**src/rtl/multdiv_seq.sv**
```systemverilog
// Sequential 32-bit signed multiply / divide, 1 bit per cycle, fixed 33-cycle start-to-result latency.
// No backpressure: a new start always aborts any in-flight operation; data_resultRDY is a one-cycle strobe.
module multdiv_seq (
    input  logic        clock,
    input  logic        reset,
    input  logic [31:0] data_operandA,
    input  logic [31:0] data_operandB,
    input  logic        ctrl_MULT,
    input  logic        ctrl_DIV,
    output logic [31:0] data_result,
    output logic        data_exception,
    output logic        data_resultRDY
);

    typedef enum logic [1:0] {
        IDLE = 2'd0,
        MULT = 2'd1,
        DIV  = 2'd2,
        DONE = 2'd3
    } state_t;

    state_t      state, state_n;
    logic [5:0]  cnt, cnt_n;
    logic        op_div, op_div_n;
    logic        neg, neg_n;
    logic        div_zero, div_zero_n;
    logic        div_ovf, div_ovf_n;
    logic [31:0] opnd, opnd_n;
    // hi/lo: partial product and shifting multiplier, or partial remainder and quotient
    logic [32:0] hi, hi_n;
    logic [31:0] lo, lo_n;
    logic [31:0] result_n;
    logic        exception_n;
    logic        rdy_n;

    logic        start;
    logic [31:0] mag_a, mag_b;
    logic [32:0] add_sum;
    logic [32:0] rem_shift;
    logic [33:0] rem_diff;
    logic [63:0] prod_mag;
    logic [63:0] prod_signed;
    logic [31:0] quot_signed;

    function automatic logic [31:0] magnitude(input logic [31:0] x);
        return x[31] ? (~x + 32'd1) : x;
    endfunction

    assign start       = ctrl_MULT | ctrl_DIV;
    assign mag_a       = magnitude(data_operandA);
    assign mag_b       = magnitude(data_operandB);
    assign add_sum     = hi + {1'b0, (lo[0] ? opnd : 32'd0)};
    assign rem_shift   = {hi[31:0], lo[31]};
    assign rem_diff    = {1'b0, rem_shift} - {2'b00, opnd};
    assign prod_mag    = {hi[31:0], lo};
    assign prod_signed = neg ? (~prod_mag + 64'd1) : prod_mag;
    assign quot_signed = neg ? (~lo + 32'd1) : lo;

    always_ff @(posedge clock) begin
        if (reset) begin
            state          <= IDLE;
            cnt            <= 6'd0;
            op_div         <= 1'b0;
            neg            <= 1'b0;
            div_zero       <= 1'b0;
            div_ovf        <= 1'b0;
            opnd           <= 32'd0;
            hi             <= 33'd0;
            lo             <= 32'd0;
            data_result    <= 32'd0;
            data_exception <= 1'b0;
            data_resultRDY <= 1'b0;
        end else begin
            state          <= state_n;
            cnt            <= cnt_n;
            op_div         <= op_div_n;
            neg            <= neg_n;
            div_zero       <= div_zero_n;
            div_ovf        <= div_ovf_n;
            opnd           <= opnd_n;
            hi             <= hi_n;
            lo             <= lo_n;
            data_result    <= result_n;
            data_exception <= exception_n;
            data_resultRDY <= rdy_n;
        end
    end

    always_comb begin
        state_n     = state;
        cnt_n       = cnt;
        op_div_n    = op_div;
        neg_n       = neg;
        div_zero_n  = div_zero;
        div_ovf_n   = div_ovf;
        opnd_n      = opnd;
        hi_n        = hi;
        lo_n        = lo;
        result_n    = data_result;
        exception_n = data_exception;
        rdy_n       = 1'b0;

        if (start) begin
            // Multiply wins when both strobes arrive together
            op_div_n   = ~ctrl_MULT;
            neg_n      = data_operandA[31] ^ data_operandB[31];
            div_zero_n = (data_operandB == 32'd0);
            div_ovf_n  = (data_operandA == 32'h8000_0000) && (data_operandB == 32'hFFFF_FFFF);
            opnd_n     = ctrl_MULT ? mag_a : mag_b;
            lo_n       = ctrl_MULT ? mag_b : mag_a;
            hi_n       = 33'd0;
            cnt_n      = 6'd0;
            state_n    = ctrl_MULT ? MULT : DIV;
        end else begin
            case (state)
                MULT: begin
                    hi_n  = {1'b0, add_sum[32:1]};
                    lo_n  = {add_sum[0], lo[31:1]};
                    cnt_n = cnt + 6'd1;
                    if (cnt == 6'd31) state_n = DONE;
                end
                DIV: begin
                    if (!rem_diff[33]) begin
                        hi_n = rem_diff[32:0];
                        lo_n = {lo[30:0], 1'b1};
                    end else begin
                        hi_n = rem_shift;
                        lo_n = {lo[30:0], 1'b0};
                    end
                    cnt_n = cnt + 6'd1;
                    if (cnt == 6'd31) state_n = DONE;
                end
                DONE: begin
                    rdy_n   = 1'b1;
                    state_n = IDLE;
                    if (!op_div) begin
                        result_n    = prod_signed[31:0];
                        exception_n = ~((&prod_signed[63:31]) | ~(|prod_signed[63:31]));
                    end else if (div_zero) begin
                        result_n    = 32'd0;
                        exception_n = 1'b1;
                    end else begin
                        result_n    = quot_signed;
                        exception_n = div_ovf;
                    end
                end
                default: begin
                    state_n = IDLE;
                end
            endcase
        end
    end

endmodule
```
**config.mk**
```make
export PLATFORM = sky130hd
export DESIGN_NAME = multdiv_seq
export DESIGN_NICKNAME = d
export VERILOG_FILES = /design/src/rtl/multdiv_seq.sv
export SDC_FILE = /design/constraint.sdc
export NUM_CORES = 1
export LEC_CHECK = 0
export BUFFER_PORTS_ARGS = -buffer_cell sky130_fd_sc_hd__buf_2
export CAP_MARGIN = 0
export CORE_ASPECT_RATIO = 2
export CORE_MARGIN = 2
export CORE_UTILIZATION = 45
export DETAILED_ROUTE_END_ITERATION = 10
export PLACE_DENSITY = 0.71
export SLEW_MARGIN = 20
export SYNTH_ARGS = -nofsm -noshare
export SYNTH_HDL_FRONTEND = slang
export SYNTH_SLANG_ARGS = --single-unit
export TNS_END_PERCENT = 100
```
**constraint.sdc**
```tcl
create_clock -name clock -period 3.9 [get_ports clock]
set_clock_uncertainty 0.15 [all_clocks]
set_input_delay 0.39 -clock clock [delete_from_list [all_inputs] [get_ports clock]]
set_output_delay 0.39 -clock clock [all_outputs]
set_load 0.05 [all_outputs]
```
==> out/metrics.yaml <==
syn_to_final_growth_pct: 16.96
die_area_um2: 31000
hold_path_class: "primary input to flip-flop"
synth_area_leaders: "dfxtp_1, xnor2_1, ha_1"
syn_inst: 1834
end_kind: "flip-flop"
p_seq_share_pct: 33.0
remaining_drc_errors: 0
ys.flop_type: "dfxtp_1"
r2r_end: "data_exception"
tightest_slew_ns: 1.066
antenna_found_initial: 1
numCtsBuffers: 17
status: "finished, final reports clean"
rows: 89
p_sw_share_pct: 35.21
port-buffer-count: 101
comb_power_share_pct: 31.1
first_global_vias: 13580
die_y_um: 247.0
cp_slowest_stage_delay_ns: 0.51
vdd_drop_max_uv: 312.6
synth.avg_cell_area_um2: 7.244
ys_ff_latch: 143
num_vias: 14760
die_w_um: 125.5
dr.first_iter.drc_count: 1631
reg2regPathDepth: 12
grt_usage_pct: 31.93
cp_slowest_cell: "or4_4"
maxSlewHeadroom_pct: 28.96
vias_per_cell: 6.280
power.switching_w: 0.001708
antenna_left: 0
dpl.hpwl_mm: 38.26
leakage_nw: 6.585
cell_internal_pwr_w: 0.003142
synth_top_area_share_pct: 21.55
cp.required_ns: 4.07
post-route-period-util_pct: 97.39
regToRegStartpoint: "lo[0]"
clockBufferDepth: 2
start_util_pct: 45.36
fp.coreArea_um2: 29290
nets: 2114
cp_top_family: "simple AND/OR/NAND/NOR gates"
grt_pass1_wl_mm: 77.42
routed_wl_mm: 50.46
final_common_cell: "nor2_1"
max_freq_mhz: 263.3
firstDrtPassIters: 7
synth-edff-count: 0
grt_max_degree: 95
crit_type: "flip-flop to flip-flop"
min-delay-start: "reset"
holdPathStages: 2
crit_arrival_ns: 3.97
crit_chain: "inv_2 -> ha_1 -> or3b_4 -> or4_4 -> or3_4 -> nand2b_4 -> o41ai_2 -> xor2_1 -> o2111ai_1 -> or4_4 -> o21ai_2 -> a22oi_1"
synth_area_um2: 13290
cpMostUsedCell: "or4_4"
hold_buffers: 0
gr-total-overflow: 0
report.final.slew_viol_count: 0
synthArstFlopShare_pct: 0
path_max_fanout: 5
htree_levels: 4
yosysUniqueCellTypes: 86
nFillCells: 2858
ys_seq_area_share_pct: 21.55
start_kind: "flip-flop"
avgRoutedWirePerCell_um: 21.47
cts.clk_slew.worst_paths_ns: 0.07
io_pins: 102
fin_cells: 2350
drive_gt1_share_pct: 16.68
synthesis.nets: 1976
place.gp.congestion: 0.9928
yosysTopAreaCell: "dfxtp_1"
place_area_um2: 14830
min_period_ns: 3.798
cp.buffers_inverters: 1
finalHoldViolations: 0
design_area_um2: 15540
p_clk_share_pct: 36.0
final_cell_mix: "nor2_1, nand2_1, buf_4"
placed_cells: 2311
powerDensity_nw_per_um2: 312.1
cts.sink_count: 143
cts_root_buf: "clkbuf_16"
finalSetupViolCount: 0
clock_latency_ns: 0.46
min_to: "opnd[1]"
yosysWarnings: 0
cap_violations: 0
r2r_slack_ns: 0.10
cts_tree: "yes"
## worst reg2reg max path, stage by stage (launching register included)
cell and delay, ns:
dfxtp_2 0.34, inv_2 0.08, ha_1 0.16, or3b_4 0.38
or4_4 0.50, or3_4 0.43, nand2b_4 0.18, o41ai_2 0.22
xor2_1 0.31, o2111ai_1 0.18, or4_4 0.51, o21ai_2 0.14
a22oi_1 0.09
## cells by family after synthesis
| logic type | synth area share, % |
|---|---|
| adders and majority gates | 7.082 |
| DFF | 21.55 |
| AOI/OAI and AO/OA | 29.51 |
| buffers and inverters | 5.764 |
| muxes | 2.015 |
| xor gates and xnor gates | 11.21 |
| and+or+nand+nor | 22.88 |
## layer usage
metal	GRT usage [%]	vias up	part of all wire [%]
met4	23.59	0	8.4
met5	0	-	0
met3	4.068	160	7.3
met2	50.78	742	45
met1	39.28	6876	39
li1	-	6980	-
## Yosys cell counts (4+ instances only)
library cell,instances
o211a_1,7
a211o_1,18
o21a_1,13
and3_1,12
a2111oi_0,8
inv_1,68
o21bai_1,6
clkbuf_1,113
a211oi_1,29
a22o_1,4
nor2b_1,10
mux2i_1,20
nor3_1,66
nor4_1,19
xor2_1,40
and2_1,9
dfxtp_1,143
nand2b_1,13
buf_1,8
or4_1,23
a221oi_1,26
o31ai_1,33
o31a_1,6
or3_1,21
nor2_1,232
o21ai_1,5
mux2_2,6
a21oi_1,143
a2bb2oi_1,5
o211ai_1,16
o21ai_0,120
o22ai_1,4
a222oi_1,5
xnor2_1,130
o41ai_1,16
a22oi_1,36
nand2_1,149
a31oi_1,22
nand3_1,27
nand3b_1,4
and4_1,4
nand4_1,19
or2_2,11
a21o_1,34
ha_1,72
## what timing repair did
item                                    in CTS  in global routing
buffers inserted                             0                  6
endpoints found under the setup margin       0                 22
resized for setup                            0                 16
## cell type report
type | instances | area, um^2 | share of cell area (%)
multi-input combinational | 1494 | 9746 | 62.72
sequential | 143 | 2865 | 18.44
timing repair buffer | 246 | 1609 | 10.36
tap | 364 | 455.4 | 2.931
clock buffer | 21 | 440.4 | 2.834
inverter | 70 | 262.8 | 1.691
clock inverter | 11 | 157.7 | 1.015
antenna | 1 | 2.502 | 0.01610
## registers in the layout (all words and copies together) (netlist names)
signal / flops
data_resultRDY: 1
data_result: 32
div_zero: 1
hi: 33
div_ovf: 1
neg: 1
lo: 32
state: 2
data_exception: 1
opnd: 32
cnt: 6
op_div: 1
## per-stage QoR
step	utilization (%)	setup TNS (ns)	hold slack, ns	total power [W]	setup WS (ns)
6_report	53.06	0	0.05685	0.004850	0.1018
5_1_grt	53.06	-0.006336	0.07476	0.005037	-0.006234
4_1_cts	52.69	0	0.04722	0.004809	0.03280
3_5_place_dp	50.64	-0.02082	0.3151	0.003085	-0.02082
3_3_place_gp	50.64	0	0.3079	0.003079	0.04996
2_1_floorplan	-	0	0.2699	0.002556	0.03668
## power by group through the flow
| stage | combinational [W] | sequential, W | clock [W] |
|---|---|---|---|
| 3_3_place_gp | 0.00145 | 0.00163 | 0 |
| 6_report | 0.00151 | 0.00160 | 0.00174 |
| 4_1_cts | 0.00147 | 0.00160 | 0.00175 |
| 2_1_floorplan | 0.000952 | 0.00160 | 0 |
| 3_5_place_dp | 0.00146 | 0.00163 | 0 |
| 5_1_grt | 0.00162 | 0.00161 | 0.00181 |
## worst max-delay path by stage
stage / startpoint / end / slack [ns] / cells past startpoint
3_3_place_gp: data_operandA[6] / lo[30] / 0.05 / 11
6_report: lo[0] / data_exception / 0.10 / 12
2_1_floorplan: lo[0] / data_exception / 0.04 / 13
5_1_grt: lo[0] / data_exception / -0.006 / 13
3_5_place_dp: data_operandA[6] / lo[30] / -0.02 / 11
4_1_cts: lo[0] / hi[29] / 0.03 / 15
No activity file was read; power rests on OpenSTA's default activity.
